==> src/rtl/pe_scan_if.sv <==
// Handshake bundle for pe_scan: request-vector capture side and index-beat side.
//   in_valid/in_ready/in_data/msb_first : vector capture handshake and order select
//   out_valid/out_ready                 : beat handshake
//   out_idx/out_none/out_last           : beat payload
// slave is the scanner; master is the producer/consumer pair around it.
interface pe_scan_if #(
    parameter int unsigned WIDTH = 8
);
    localparam int unsigned IDXW = $clog2(WIDTH);

    logic             in_valid;
    logic             in_ready;
    logic [WIDTH-1:0] in_data;
    logic             msb_first;
    logic             out_valid;
    logic             out_ready;
    logic [IDXW-1:0]  out_idx;
    logic             out_none;
    logic             out_last;

    modport master (
        output in_valid, in_data, msb_first, out_ready,
        input  in_ready, out_valid, out_idx, out_none, out_last
    );

    modport slave (
        input  in_valid, in_data, msb_first, out_ready,
        output in_ready, out_valid, out_idx, out_none, out_last
    );
endinterface

==> src/rtl/pe_scan.sv <==
// Sequential priority scanner: captures a WIDTH-bit request vector and emits the
// index of every set bit, one beat per accepted handshake, highest or lowest first.
// An all-zero vector yields a single beat flagged out_none.
//   clk  : rising-edge clock
//   rst  : asynchronous active-low reset
//   bus  : pe_scan_if slave (capture handshake in, index beats out; all outputs registered)
module pe_scan #(
    parameter int unsigned WIDTH = 8
) (
    input  logic      clk,
    input  logic      rst,
    pe_scan_if.slave  bus
);
    localparam int unsigned IDXW = $clog2(WIDTH);

    typedef enum logic {IDLE, SCAN} state_t;

    state_t           state, state_nx;
    logic [WIDTH-1:0] pend, pend_nx;
    logic             mode, mode_nx;
    logic             none, none_nx;

    // Index of the highest (msb=1) or lowest (msb=0) set bit; 0 for an empty mask.
    function automatic logic [IDXW-1:0] pick(input logic [WIDTH-1:0] p, input logic msb);
        logic [IDXW-1:0] r;
        r = '0;
        if (msb) begin
            for (int i = 0; i < int'(WIDTH); i++)
                if (p[i]) r = IDXW'(i);
        end else begin
            for (int i = int'(WIDTH) - 1; i >= 0; i--)
                if (p[i]) r = IDXW'(i);
        end
        return r;
    endfunction

    // True when exactly one bit remains pending.
    function automatic logic one_left(input logic [WIDTH-1:0] p);
        return (p != '0) && ((p & (p - WIDTH'(1))) == '0);
    endfunction

    // Next-state: capture in IDLE, retire the presented bit on each accepted beat.
    always_comb begin
        state_nx = state;
        pend_nx  = pend;
        mode_nx  = mode;
        none_nx  = none;
        case (state)
            IDLE: begin
                if (bus.in_valid) begin
                    pend_nx  = bus.in_data;
                    mode_nx  = bus.msb_first;
                    none_nx  = (bus.in_data == '0);
                    state_nx = SCAN;
                end
            end
            SCAN: begin
                if (bus.out_ready) begin
                    pend_nx = pend & ~(WIDTH'(1) << bus.out_idx);
                    if (bus.out_last) state_nx = IDLE;
                end
            end
            default: state_nx = IDLE;
        endcase
    end

    // State and outputs; outputs are precomputed from next state so they stay registered.
    always_ff @(posedge clk or negedge rst) begin
        if (!rst) begin
            state         <= IDLE;
            pend          <= '0;
            mode          <= 1'b0;
            none          <= 1'b0;
            bus.in_ready  <= 1'b1;
            bus.out_valid <= 1'b0;
            bus.out_idx   <= '0;
            bus.out_none  <= 1'b0;
            bus.out_last  <= 1'b0;
        end else begin
            state         <= state_nx;
            pend          <= pend_nx;
            mode          <= mode_nx;
            none          <= none_nx;
            bus.in_ready  <= (state_nx == IDLE);
            bus.out_valid <= (state_nx == SCAN);
            bus.out_idx   <= (state_nx == SCAN && !none_nx) ? pick(pend_nx, mode_nx) : '0;
            bus.out_none  <= (state_nx == SCAN) && none_nx;
            bus.out_last  <= (state_nx == SCAN) && (none_nx || one_left(pend_nx));
        end
    end
endmodule

==> src/flat_wrapper.sv <==
// flat-port wrapper written by rule: the top's interface ports become plain ports
module pe_scan_flat 
#(
    parameter int unsigned WIDTH = 8
)
  (clk, rst, bus_in_valid, bus_in_data, bus_msb_first, bus_out_ready, bus_in_ready, bus_out_valid, bus_out_idx, bus_out_none, bus_out_last);
  pe_scan_if #(.WIDTH(WIDTH)) bus_i ();
  input  logic clk;
  input  logic rst;
  input wire logic [$bits(bus_i.in_valid)-1:0] bus_in_valid;
  input wire logic [$bits(bus_i.in_data)-1:0] bus_in_data;
  input wire logic [$bits(bus_i.msb_first)-1:0] bus_msb_first;
  input wire logic [$bits(bus_i.out_ready)-1:0] bus_out_ready;
  output wire logic [$bits(bus_i.in_ready)-1:0] bus_in_ready;
  output wire logic [$bits(bus_i.out_valid)-1:0] bus_out_valid;
  output wire logic [$bits(bus_i.out_idx)-1:0] bus_out_idx;
  output wire logic [$bits(bus_i.out_none)-1:0] bus_out_none;
  output wire logic [$bits(bus_i.out_last)-1:0] bus_out_last;
  assign bus_i.in_valid = bus_in_valid;
  assign bus_i.in_data = bus_in_data;
  assign bus_i.msb_first = bus_msb_first;
  assign bus_i.out_ready = bus_out_ready;
  assign bus_in_ready = bus_i.in_ready;
  assign bus_out_valid = bus_i.out_valid;
  assign bus_out_idx = bus_i.out_idx;
  assign bus_out_none = bus_i.out_none;
  assign bus_out_last = bus_i.out_last;
  pe_scan #(.WIDTH(WIDTH)) u_core (.clk(clk), .rst(rst), .bus(bus_i));
endmodule
==> config.mk <==
export PLATFORM = sky130hd
export DESIGN_NAME = pe_scan_flat
export DESIGN_NICKNAME = d
export VERILOG_FILES = /design/src/rtl/pe_scan_if.sv /design/src/rtl/pe_scan.sv /design/src/flat_wrapper.sv
export SDC_FILE = /design/constraint.sdc
export NUM_CORES = 1
export LEC_CHECK = 0
export BUFFER_PORTS_ARGS = -buffer_cell sky130_fd_sc_hd__buf_2
export CORE_MARGIN = 8
export CORE_UTILIZATION = 41
export CTS_CLUSTER_DIAMETER = 60
export DETAILED_ROUTE_END_ITERATION = 10
export PLACE_DENSITY = 0.62
export SLEW_MARGIN = 30
export SYNTH_ARGS = -nofsm -noshare
export SYNTH_HDL_FRONTEND = slang
export SYNTH_SLANG_ARGS = --single-unit
==> constraint.sdc <==
create_clock -name clk -period 1.8 [get_ports clk]
set_input_delay 0 -clock clk [delete_from_list [all_inputs] [get_ports clk]]
set_output_delay 0 -clock clk [all_outputs]
set_load 0.01 [all_outputs]
==> results.md, run 1 <==
* **Clock Sinks** 17
* **num rows** 18
* **Seq pwr share** 0.266
* **fin. max-slew vios** 0
* **largest net degree at the start of global routing** 18
* **fill cell total of the finished layout** 225
* **Remaining DRCs** 0
* **area of the die** 0.00448 mm2
* **proportion of power drawn by combinational gates** 0.658
* **#FFs+latches synth** 17
* **clock buffer count from CTS** 3
* **vias** 982
* **switching share of power** 0.439
* **placeable core region** 0.00248 mm2
* **data arrival time of the critical path** 2.07 ns
* **unrepaired setup endpoints after global routing** yes
* **syn_nets** 121
* **fraction of power consumed by the clock network** 0.076
* **DIE WIDTH** 67.0 um
* **TritonCTS clock tree** done
* **violations in the final reports** setup timing
* **cells taking the most area after synthesis** sky130_fd_sc_hd__dfrtp_1 38%, sky130_fd_sc_hd__mux2i_1 6.6%, sky130_fd_sc_hd__nor2_1 4.2%
* **power density over the cells** 1860 mW/mm2
* **internal power** 1510 uW
* **maximum resistive drop on vdd** 0.992 mV
* **final hold vios** 0
* **top-count cell post-synth** sky130_fd_sc_hd__dfrtp_1
* **share of flip-flops with an asynchronous set or reset after synthesis** 1.00
* **biggest cell delay along the critical path** 0.45 ns
* **dominant synthesized flop cell** sky130_fd_sc_hd__dfrtp_1
* **yosys warns** 0
* **sequential cell area fraction in the yosys report** 0.401
* **dominant delay contributor by cell family on the critical path** simple AND/OR/NAND/NOR gates
* **Post-Place Worst Slack** -0.0554 ns
* **net switching power figure** 1180 uW
* **global-route wire length before repair** 4720 um
* **via count of the first global-routing pass** 985
* **number of search-and-repair iterations in the first detailed-routing pass** 4
* **clock latency of the later-clocked register in the worst-skew pair** 0.29 ns
* **WP buf/inv** 0
* **Antenna Diode Count** 0
* **clock input transition at the sequential cells of the worst setup and hold paths** 0.10 ns
* **drt initial violations** 55
* **result of the run** complete, but fails checks
* **Slew @ Worst Pin** 0.403 ns
* **final antenna-violating net count** 0
* **post-layout minimum cycle time** 1.85 ns
* **ratio of final minimum period to clock period** 1.03
* **count of different cell masters after synthesis** 45
* **startpoint of the worst hold path** bus_msb_first
* **number of nets in the layout** 162
* **Worst Clk Skew** 0.00383 ns
* **number of antenna violations at the first check in global routing** 0
* **CP max FO** 5
* **area growth from synthesis to final layout** 36.1%
* **fraction of final layout cells with drive strength greater than 1** 0.473
* **I/O pin cnt** 20
* **crit path from** u_core.bus.out_valid
* **top cell type by total area after synthesis** sky130_fd_sc_hd__dfrtp_1
* **Setup WS post-layout** -0.0540 ns
* **Root Buffer** sky130_fd_sc_hd__clkbuf_4
* **critical-path cell list** nand2b_4 > or3_4 > o311ai_4 > nor3b_4 > nand2_1 > mux2_4 > o22ai_2
* **fraction of synthesized cell area taken by the top area cell type** 0.376
* **number of instances in the synthesized netlist** 108
* **cell at the slowest stage of the critical path** sky130_fd_sc_hd__dfrtp_2
* **sum of routed wire length over all layers** 2910 um
* **Slew Limit Headroom** 0.730
* **synthesized area** 0.00106 mm2
* **utilization after layout** 0.585
* **count of endpoints failing setup in the final report** 2
* **leading cell types by count after synthesis** 16 x sky130_fd_sc_hd__dfrtp_1, 12 x sky130_fd_sc_hd__nor2_1, 9 x sky130_fd_sc_hd__nand2_1, 7 x sky130_fd_sc_hd__a21oi_1, 7 x sky130_fd_sc_hd__mux2i_1
* **upper clock frequency limit** 539 MHz
* **quantity of I/O buffers inserted on ports** 19
* **maximum clock insertion buffer count** 2
* **routed wirelength normalized by instance count** 16.3 um
* **hpwl dp** 2240 um
* **CTS H-tree lvls** 1
* **Setup crit end kind** register
* **Hold Path Class** in -> reg
* **number of maximum-capacitance violations** 0
* **post-synthesis average cell area** 9.86 um2
* **GRT Residual Overflow** 0
* **height of the chip** 67.0 um
* **GRT Total Usage** 0.136
* **launching element type of the critical path** register
* **worst flop-to-flop path startpoint** u_core.bus.out_valid
* **required time at the endpoint of the critical path** 2.02 ns
* **placer's final routability congestion estimate** 0.833
* **DR vias/cell** 5.52
* **critical setup path kind** reg -> reg
* **initial core utilization** 0.430
* **P_leak** 0.000665 uW
* **number of synthesized flops with an enable pin** 0
worst reg2reg max path: cells and delay by family (launching register included):
kind / cells / cell delay [ns]
compound gates: 2 / 0.18
simple gates: 4 / 0.84
mux: 1 / 0.30
flops: 1 / 0.45
final cells by class:
| cell class | count | area [um2] | area share |
|---|---|---|---|
| inverter | 5 | 18.8 | 0.0130 |
| sequential | 17 | 432 | 0.298 |
| multi-input combinational | 83 | 687 | 0.474 |
| clock buffer | 4 | 26.3 | 0.0181 |
| tap | 30 | 37.5 | 0.0259 |
| timing repair buffer | 39 | 248 | 0.171 |
power groups by stage:
stage	combinational, uW	sequential (uW)	clock, uW
floorplan	966	716	0
global placement	1540	692	0
detailed placement	1560	701	0
CTS	1600	695	213
global route	1930	741	227
finish	1770	716	203
per-layer routing:
metal / track usage / part of all wire
met1: 0.176 / 0.45
met2: 0.219 / 0.48
met3: 0.0151 / 0.043
met4: 0.0627 / 0.018
met5: 0 / 0
repair_timing:
item                                   CTS  global route
setup buffers                            1             0
endpoints found under the hold margin   17             0
pin swaps                                1             4
setup endpoints to repair                3             4
gates cloned                             0             0
hold buffers                             1             0
gates resized for setup                  2            16
path summary, 6_finish.rpt:
| kind | slack, ns | cells after the start | endpoint |
|---|---|---|---|
| max | -0.05 | 7 | u_core.bus.out_last |
| min | 0.07 | 3 | u_core.mode |
| max reg2reg | -0.05 | 7 | u_core.bus.out_last |
| min reg2reg | 0.57 | 3 | u_core.bus.out_idx[0] |
| max in group asynchronous | 1.34 | 2 | u_core.bus.in_ready |
| min in group asynchronous | 0.15 | 2 | u_core.bus.out_last |
kinds of logic after synthesis:
family	after synthesis	synth area share
multiplexers	9	0.0928
buffers and inverters	8	0.0435
AND/OR/NAND/NOR	44	0.236
flip-flops	17	0.401
AO/OA/AOI/OAI	30	0.227
metrics by stage:
stage / setup TNS, ns / instances / instance area, um2 / total power, uW / hold WS, ns
floorplan: -0.0144 / 108 / 1080 / 1680 / -0.296
global placement: -0.0145 / 172 / 1320 / 2230 / -0.0594
detailed placement: -0.128 / 172 / 1320 / 2260 / -0.0596
CTS: -0.0573 / 178 / 1380 / 2510 / 0.0501
global route: -0.273 / 178 / 1450 / 2890 / 0.0917
finish: -0.0650 / 178 / 1450 / 2690 / 0.0719
state kept, by name (all words and copies together), names as in the netlist:
signal / cells
u_core.bus.out_none: 1
u_core.bus.out_idx: 3
u_core.bus.in_ready: 1
u_core.none: 1
u_core.bus.out_last: 1
u_core.mode: 1
u_core.pend: 8
u_core.bus.out_valid: 1
cell usage in the layout, fill, tap and decap left out, types with 2 or more instances in the layout:
cell type / synthesis / final
sky130_fd_sc_hd__nand2b_4: 1 / 2
sky130_fd_sc_hd__nand2_1: 9 / 9
sky130_fd_sc_hd__o21bai_1: 2 / 2
sky130_fd_sc_hd__and2b_1: 2 / 2
sky130_fd_sc_hd__a21oi_1: 7 / 6
sky130_fd_sc_hd__clkbuf_4: 0 / 3
sky130_fd_sc_hd__mux2i_2: 1 / 2
sky130_fd_sc_hd__buf_4: 0 / 19
sky130_fd_sc_hd__buf_2: 1 / 19
sky130_fd_sc_hd__dfrtp_1: 16 / 12
sky130_fd_sc_hd__mux2i_1: 7 / 6
sky130_fd_sc_hd__nor4_1: 2 / 2
sky130_fd_sc_hd__dfrtp_2: 0 / 4
sky130_fd_sc_hd__a21oi_2: 1 / 2
sky130_fd_sc_hd__nor2b_1: 4 / 4
sky130_fd_sc_hd__inv_1: 4 / 4
sky130_fd_sc_hd__nand4_1: 2 / 2
sky130_fd_sc_hd__a211oi_2: 0 / 2
sky130_fd_sc_hd__o311ai_4: 0 / 2
sky130_fd_sc_hd__a221oi_2: 1 / 2
sky130_fd_sc_hd__o21ai_0: 2 / 2
sky130_fd_sc_hd__nor2_1: 12 / 11
sky130_fd_sc_hd__nor3_1: 2 / 2
No activity file was read; power rests on OpenSTA's default activity.
==> run 2, diff against run 1 <==
Settings changed: CORE_MARGIN 8 to not set.
==> results.md, run 2 (same netlist as run 1, synthesis figures left out) <==
* **largest net degree at the start of global routing** 18, unchanged
* **violations in the final reports** setup timing
* **number of maximum-capacitance violations** 0, unchanged
* **top flop regs** u_core.pend: 8 flops, u_core.bus.out_idx: 3 flops
* **GRT Residual Overflow** 0, unchanged
* **fin. max-slew vios** 0, unchanged
* **clock buffer count from CTS** 3, unchanged
* **clock input transition at the sequential cells of the worst setup and hold paths** 0.11 ns, about the same
* **utilization after layout** 0.603, +0.0181
* **final standard cell area without fillers** 0.00148 mm2, +2.2%
* **ratio of final minimum period to clock period** 1.03, about the same
* **Antenna Diode Count** 0, unchanged
* **placer's final routability congestion estimate** 0.894, +7.4%
* **result of the run** complete, but fails checks
* **area growth from synthesis to final layout** 39.0%
* **I/O pin cnt** 20, unchanged
* **CTS H-tree lvls** 1, unchanged
* **power density over the cells** 1890 mW/mm2, +1.9%
* **DIE WIDTH** 53.0 um, -21%
* **num rows** 18, unchanged
* **P_leak** 0.000682 uW, +2.6%
* **count of endpoints failing setup in the final report** 2, unchanged
* **register bank with the most flops** u_core.pend
* **initial core utilization** 0.434, +0.00394
* **vias** 1029, +4.8%
* **post-detailed-placement cell area** 0.00131 mm2, -0.57%
* **Clock Sinks** 17, unchanged
* **via count of the first global-routing pass** 948, -3.8%
* **most frequent cells in the layout** 22 x sky130_fd_sc_hd__buf_4, 19 x sky130_fd_sc_hd__buf_2, 13 x sky130_fd_sc_hd__dfrtp_1
* **placeable core region** 0.00245 mm2, -0.91%
* **maximum resistive drop on vdd** 1.08 mV, +9.3%
* **Setup WS post-layout** -0.0552 ns, -0.00120 ns
* **final antenna-violating net count** 0, unchanged
* **required time at the endpoint of the critical path** 2.02 ns, about the same
* **global-route wire length before repair** 4390 um, -7.0%
* **area of the die** 0.00280 mm2, -37%
* **sum of routed wire length over all layers** 2940 um, +1.2%
* **maximum clock insertion buffer count** 2, unchanged
* **fill cell total of the finished layout** 210, -6.7%
* **routed wirelength normalized by instance count** 16.2 um, -1.0%
* **worst flop-to-flop path startpoint** u_core.bus.out_idx[0]
* **GRT Total Usage** 0.220, +0.0843
* **critical setup path kind** reg -> reg
* **upper clock frequency limit** 539 MHz, about the same
* **Remaining DRCs** 0, unchanged
* **DR vias/cell** 5.65, +2.5%
* **number of flip-flops in the largest register** 8, unchanged
* **Slew @ Worst Pin** 0.377 ns, -0.0262 ns
* **quantity of I/O buffers inserted on ports** 19, unchanged
* **unrepaired setup endpoints after global routing** yes
* **drt initial violations** 35, -36%
* **height of the chip** 53.0 um, -21%
* **launching element type of the critical path** register
* **number of antenna violations at the first check in global routing** 0, unchanged
* **number of search-and-repair iterations in the first detailed-routing pass** 4, unchanged
* **Setup crit end kind** register
* **TritonCTS clock tree** done
* **startpoint of the worst hold path** bus_msb_first
* **final hold vios** 0, unchanged
* **crit path from** u_core.bus.out_idx[0]
* **Slew Limit Headroom** 0.745, +0.0148
* **post-layout minimum cycle time** 1.86 ns, +0.00120 ns
* **hpwl dp** 2120 um, -5.4%
* **Hold Path Class** in -> reg
* **CP max FO** 6, +1
* **commonest non-fill, non-tap cell in the layout** sky130_fd_sc_hd__buf_4
* **Worst Clk Skew** 0.00518 ns, +0.00135 ns
* **clock latency of the later-clocked register in the worst-skew pair** 0.31 ns, +0.02 ns
* **Root Buffer** sky130_fd_sc_hd__clkbuf_4
* **data arrival time of the critical path** 2.07 ns, about the same
* **number of nets in the layout** 166, +2.5%
* **fraction of final layout cells with drive strength greater than 1** 0.480, +0.00729
==> run 2: cell types whose count changed in the layout (fill, tap and decap cells not counted), sizes merged <==
| cell | delta |
|---|---|
| clkbuf | -1 |
| buf | +4 |
| clkinvlp | +1 |
==> run 2: path summary, 6_finish.rpt <==
path                                         endpoint  slack [ns]  depth (start not counted)
worst max-delay path            u_core.bus.out_idx[0]       -0.06                          7
worst max register to register  u_core.bus.out_idx[0]       -0.06                          7
min in group asynchronous              u_core.pend[1]        0.15                          2
worst min-delay path                      u_core.mode        0.05                          3
worst min register to register            u_core.mode        0.62                          2
max in group asynchronous         u_core.bus.in_ready        1.33                          2
==> run 2: report_power, final <==
| group | internal [uW] | switching, uW | total [uW] |
|---|---|---|---|
| clock network | 84.9 | 136 | 221 |
| logic | 940 | 910 | 1850 |
| registers | 557 | 171 | 728 |
==> run 2: final cells by class <==
class                   count  area [um2]  area share
clock inverters             1        7.51     0.00507
flip-flops and latches     17         430       0.291
multi-input cells          83         682       0.461
inverters                   5        18.8      0.0127
repair buffers             43         282       0.190
clock buffers               3        22.5      0.0152
well taps                  30        37.5      0.0254
==> run 2: worst max-delay path, cell delays in order, from the launching register on <==
cell and delay [ns]:
sky130_fd_sc_hd__dfrtp_2 0.46, sky130_fd_sc_hd__nand2b_4 0.17, sky130_fd_sc_hd__o311ai_4 0.27, sky130_fd_sc_hd__o21ai_2 0.17, sky130_fd_sc_hd__o21bai_1 0.19, sky130_fd_sc_hd__a21oi_1 0.16
sky130_fd_sc_hd__o311ai_1 0.13, sky130_fd_sc_hd__a221oi_2 0.21
==> run 2: repair_timing <==
item	in CTS	in global routing
setup endpoints to repair	3	4
hold buffers	1	0
hold endpoints to repair	17	0
setup buffers	3	3
pin swaps	3	4
gates resized for setup	11	8
==> run 2: layer usage <==
| layer | global-route usage | vias up | part of all wire |
|---|---|---|---|
| li1 | - | 487 | - |
| met1 | 0.293 | 506 | 0.45 |
| met2 | 0.363 | 31 | 0.50 |
| met3 | 0.0172 | 5 | 0.036 |
| met4 | 0.0921 | 0 | 0.015 |
| met5 | 0 | - | 0 |
==> run 2: stage by stage <==
stage / hold slack [ns] / TNS [ns] / setup slack, ns / cells / power, uW
2_1_floorplan: -0.296 / -0.0144 / -0.0144 / 108 / 1680
3_3_place_gp: -0.0540 / -0.0176 / -0.0118 / 171 / 2230
3_5_place_dp: -0.0544 / -0.100 / -0.0731 / 171 / 2260
4_1_cts: 0.0346 / -0.0449 / -0.0260 / 179 / 2660
5_1_grt: 0.0598 / -0.366 / -0.117 / 182 / 2990
6_report: 0.0513 / -0.0774 / -0.0552 / 182 / 2800
==> run 3, diff against run 2 <==
--- a/config.mk
+++ b/config.mk
@@ -8,2 +8,3 @@
 export BUFFER_PORTS_ARGS = -buffer_cell sky130_fd_sc_hd__buf_2
+export CORE_ASPECT_RATIO = 0.8
 export CORE_UTILIZATION = 41
==> constraint.sdc (replaced) <==
create_clock -name clk -period 1.8 [get_ports clk]
set_input_delay 0.09 -clock clk [delete_from_list [all_inputs] [get_ports clk]]
set_output_delay 0.09 -clock clk [all_outputs]
set_load 0.01 [all_outputs]
==> results.md, run 3 (same netlist as run 1, synthesis figures left out) <==
* **ratio of final minimum period to clock period** 1.04, +0.00805
* **Hold Path Class** in -> reg
* **fraction of final layout cells with drive strength greater than 1** 0.397, -0.0830
* **clock input transition at the sequential cells of the worst setup and hold paths** 0.10 ns, about the same
* **most frequent cells in the layout** 19 x sky130_fd_sc_hd__buf_2, 17 x sky130_fd_sc_hd__buf_4, 14 x sky130_fd_sc_hd__dfrtp_1
* **data arrival time of the critical path** 2.09 ns, +0.02 ns
* **post-layout minimum cycle time** 1.87 ns, +0.0145 ns
* **area of the die** 0.00281 mm2, about the same
* **critical setup path kind** reg -> reg
* **cell at the slowest stage of the critical path** sky130_fd_sc_hd__dfrtp_2
* **area of all sequential standard cells** 429 um2, -0.29%
* **Worst Clk Skew** 0.000899 ns, -0.00428 ns
* **number of search-and-repair iterations in the first detailed-routing pass** 4, unchanged
* **commonest non-fill, non-tap cell in the layout** sky130_fd_sc_hd__buf_2
* **non-filler instance count after layout** 182, unchanged
* **Remaining DRCs** 0, unchanged
* **count of endpoints failing setup in the final report** 1, -1
* **Setup crit end kind** register
* **P_leak** 0.000647 uW, -5.2%
* **vias** 1003, -2.5%
* **placeable core region** 0.00246 mm2, +0.31%
* **fill cell total of the finished layout** 229, +9.0%
* **final antenna-violating net count** 0, unchanged
* **maximum resistive drop on vdd** 0.877 mV, -19%
* **initial core utilization** 0.432, -0.00132
* **critical-path cell list** nand2b_4 > or3_4 > o311ai_4 > nor3b_4 > nand2_1 > mux2_4 > o22ai_2
* **GRT Total Usage** 0.210, -0.0100
* **power density over the cells** 1850 mW/mm2, -2.4%
* **DR vias/cell** 5.51, -2.5%
* **clock latency of the later-clocked register in the worst-skew pair** 0.29 ns, -0.02 ns
* **CTS H-tree lvls** 1, unchanged
* **Clock Sinks** 17, unchanged
* **maximum clock insertion buffer count** 2, unchanged
* **hpwl dp** 2190 um, +3.4%
* **clock buffer count from CTS** 3, unchanged
* **number of flip-flops in the largest register** 8, unchanged
* **footprint of the multi-input gates** 621 um2, -9.0%
* **number of antenna violations at the first check in global routing** 0, unchanged
* **result of the run** complete, but fails checks
* **violations in the final reports** setup timing
* **Root Buffer** sky130_fd_sc_hd__clkbuf_4
* **drt initial violations** 56, +60%
* **fin. max-slew vios** 0, unchanged
* **met3 global-route usage** 0.0432, +0.0260
* **placer's final routability congestion estimate** 0.866, -3.1%
* **sum of routed wire length over all layers** 2840 um, -3.6%
* **unrepaired setup endpoints after global routing** yes
* **TritonCTS clock tree** done
* **WP buf/inv** 0, unchanged
* **Slew Limit Headroom** 0.737, -0.00790
* **routed wirelength normalized by instance count** 15.6 um, -3.6%
* **layer carrying the most global-route usage** met2
* **upper clock frequency limit** 535 MHz, -0.78%
* **placed instance count** 174, +1.8%
* **dominant delay contributor by cell family on the critical path** simple AND/OR/NAND/NOR gates
* **via count of the first global-routing pass** 908, -4.2%
* **biggest cell delay along the critical path** 0.47 ns, about the same
* **I/O pin cnt** 20, unchanged
* **Setup WS post-layout** -0.0697 ns, -0.0145 ns
* **height of the chip** 47.6 um, -10%
* **required time at the endpoint of the critical path** 2.02 ns, about the same
* **area growth from synthesis to final layout** 29.0%
* **Slew @ Worst Pin** 0.395 ns, +0.0178 ns
* **num rows** 16, -2
* **largest net degree at the start of global routing** 18, unchanged
* **DIE WIDTH** 59.0 um, +11%
* **register bank with the most flops** u_core.pend
* **worst hold margin** 0.132 ns, +0.0803 ns
* **sum of negative setup slack** -0.0697 ns, +0.00766 ns
* **Antenna Diode Count** 0, unchanged
* **launching element type of the critical path** register
* **global-route wire length before repair** 4310 um, -1.9%
* **number of nets in the layout** 160, -3.6%
* **met2 usage in global routing** 0.332, -0.0311
* **number of maximum-capacitance violations** 0, unchanged
* **GRT Residual Overflow** 0, unchanged
* **top flop regs** u_core.pend: 8 flops, u_core.bus.out_idx: 3 flops
* **global routing met1 resource utilization** 0.296, +0.00310
* **quantity of I/O buffers inserted on ports** 19, unchanged
* **final hold vios** 0, unchanged
* **CP max FO** 6, unchanged
==> run 3: layout make-up <==
type                    instances  area share
well taps                      36      0.0328
inverters                       5      0.0137
multi-input cells              83       0.452
flip-flops and latches         17       0.312
clock inverters                 1     0.00364
repair buffers                 37       0.169
clock buffers                   3      0.0164
==> run 3: worst paths after layout <==
check	start	end	slack, ns	cells past startpoint
max	u_core.bus.out_valid	u_core.bus.out_last	-0.07	7
min	bus_msb_first	u_core.mode	0.13	3
max reg2reg	u_core.bus.out_valid	u_core.bus.out_last	-0.07	7
min reg2reg	u_core.mode	u_core.mode	0.59	2
max in group asynchronous	rst	u_core.bus.in_ready	1.23	2
min in group asynchronous	rst	u_core.pend[4]	0.25	2
==> run 3: worst min-delay path: stages <==
cell                      delay [ns]
sky130_fd_sc_hd__buf_2          0.08
sky130_fd_sc_hd__mux2i_1        0.07
sky130_fd_sc_hd__inv_1          0.14
==> run 3: per-layer routing <==
| layer | share of wire | vias up |
|---|---|---|
| met1 | 0.47 | 489 |
| met2 | 0.48 | 39 |
| met3 | 0.048 | 2 |
| li1 | - | 473 |
| met4 | 0.0074 | 0 |
| met5 | 0 | - |
==> run 3: timing repair <==
action / 4_1_cts / 5_1_grt
pin swaps: 2 / 1
gates resized for setup: 3 / 2
buffers inserted: 2 / 1
hold buffers: 1 / 0
hold endpoints to repair: 16 / 0
endpoints found under the setup margin: 2 / 3
==> run 3: metrics by stage <==
stage | instance area [um2] | util | power (uW) | worst slack, ns
2_1_floorplan | 1080 | - | 1680 | -0.0144
3_3_place_gp | 1300 | 0.527 | 2180 | 0.00377
3_5_place_dp | 1300 | 0.527 | 2220 | -0.0305
4_1_cts | 1360 | 0.554 | 2500 | -0.0572
5_1_grt | 1370 | 0.558 | 2710 | -0.124
6_report | 1370 | 0.558 | 2540 | -0.0697
==> run 3: report_power, final <==
| group | internal, uW | leakage [uW] | total [uW] | switching (uW) |
|---|---|---|---|---|
| clock network | 82.6 | 0.0000177 | 209 | 126 |
| logic | 791 | 0.000422 | 1620 | 827 |
| registers | 555 | 0.000206 | 708 | 153 |
| total | 1430 | 0.000647 | 2540 | 1110 |
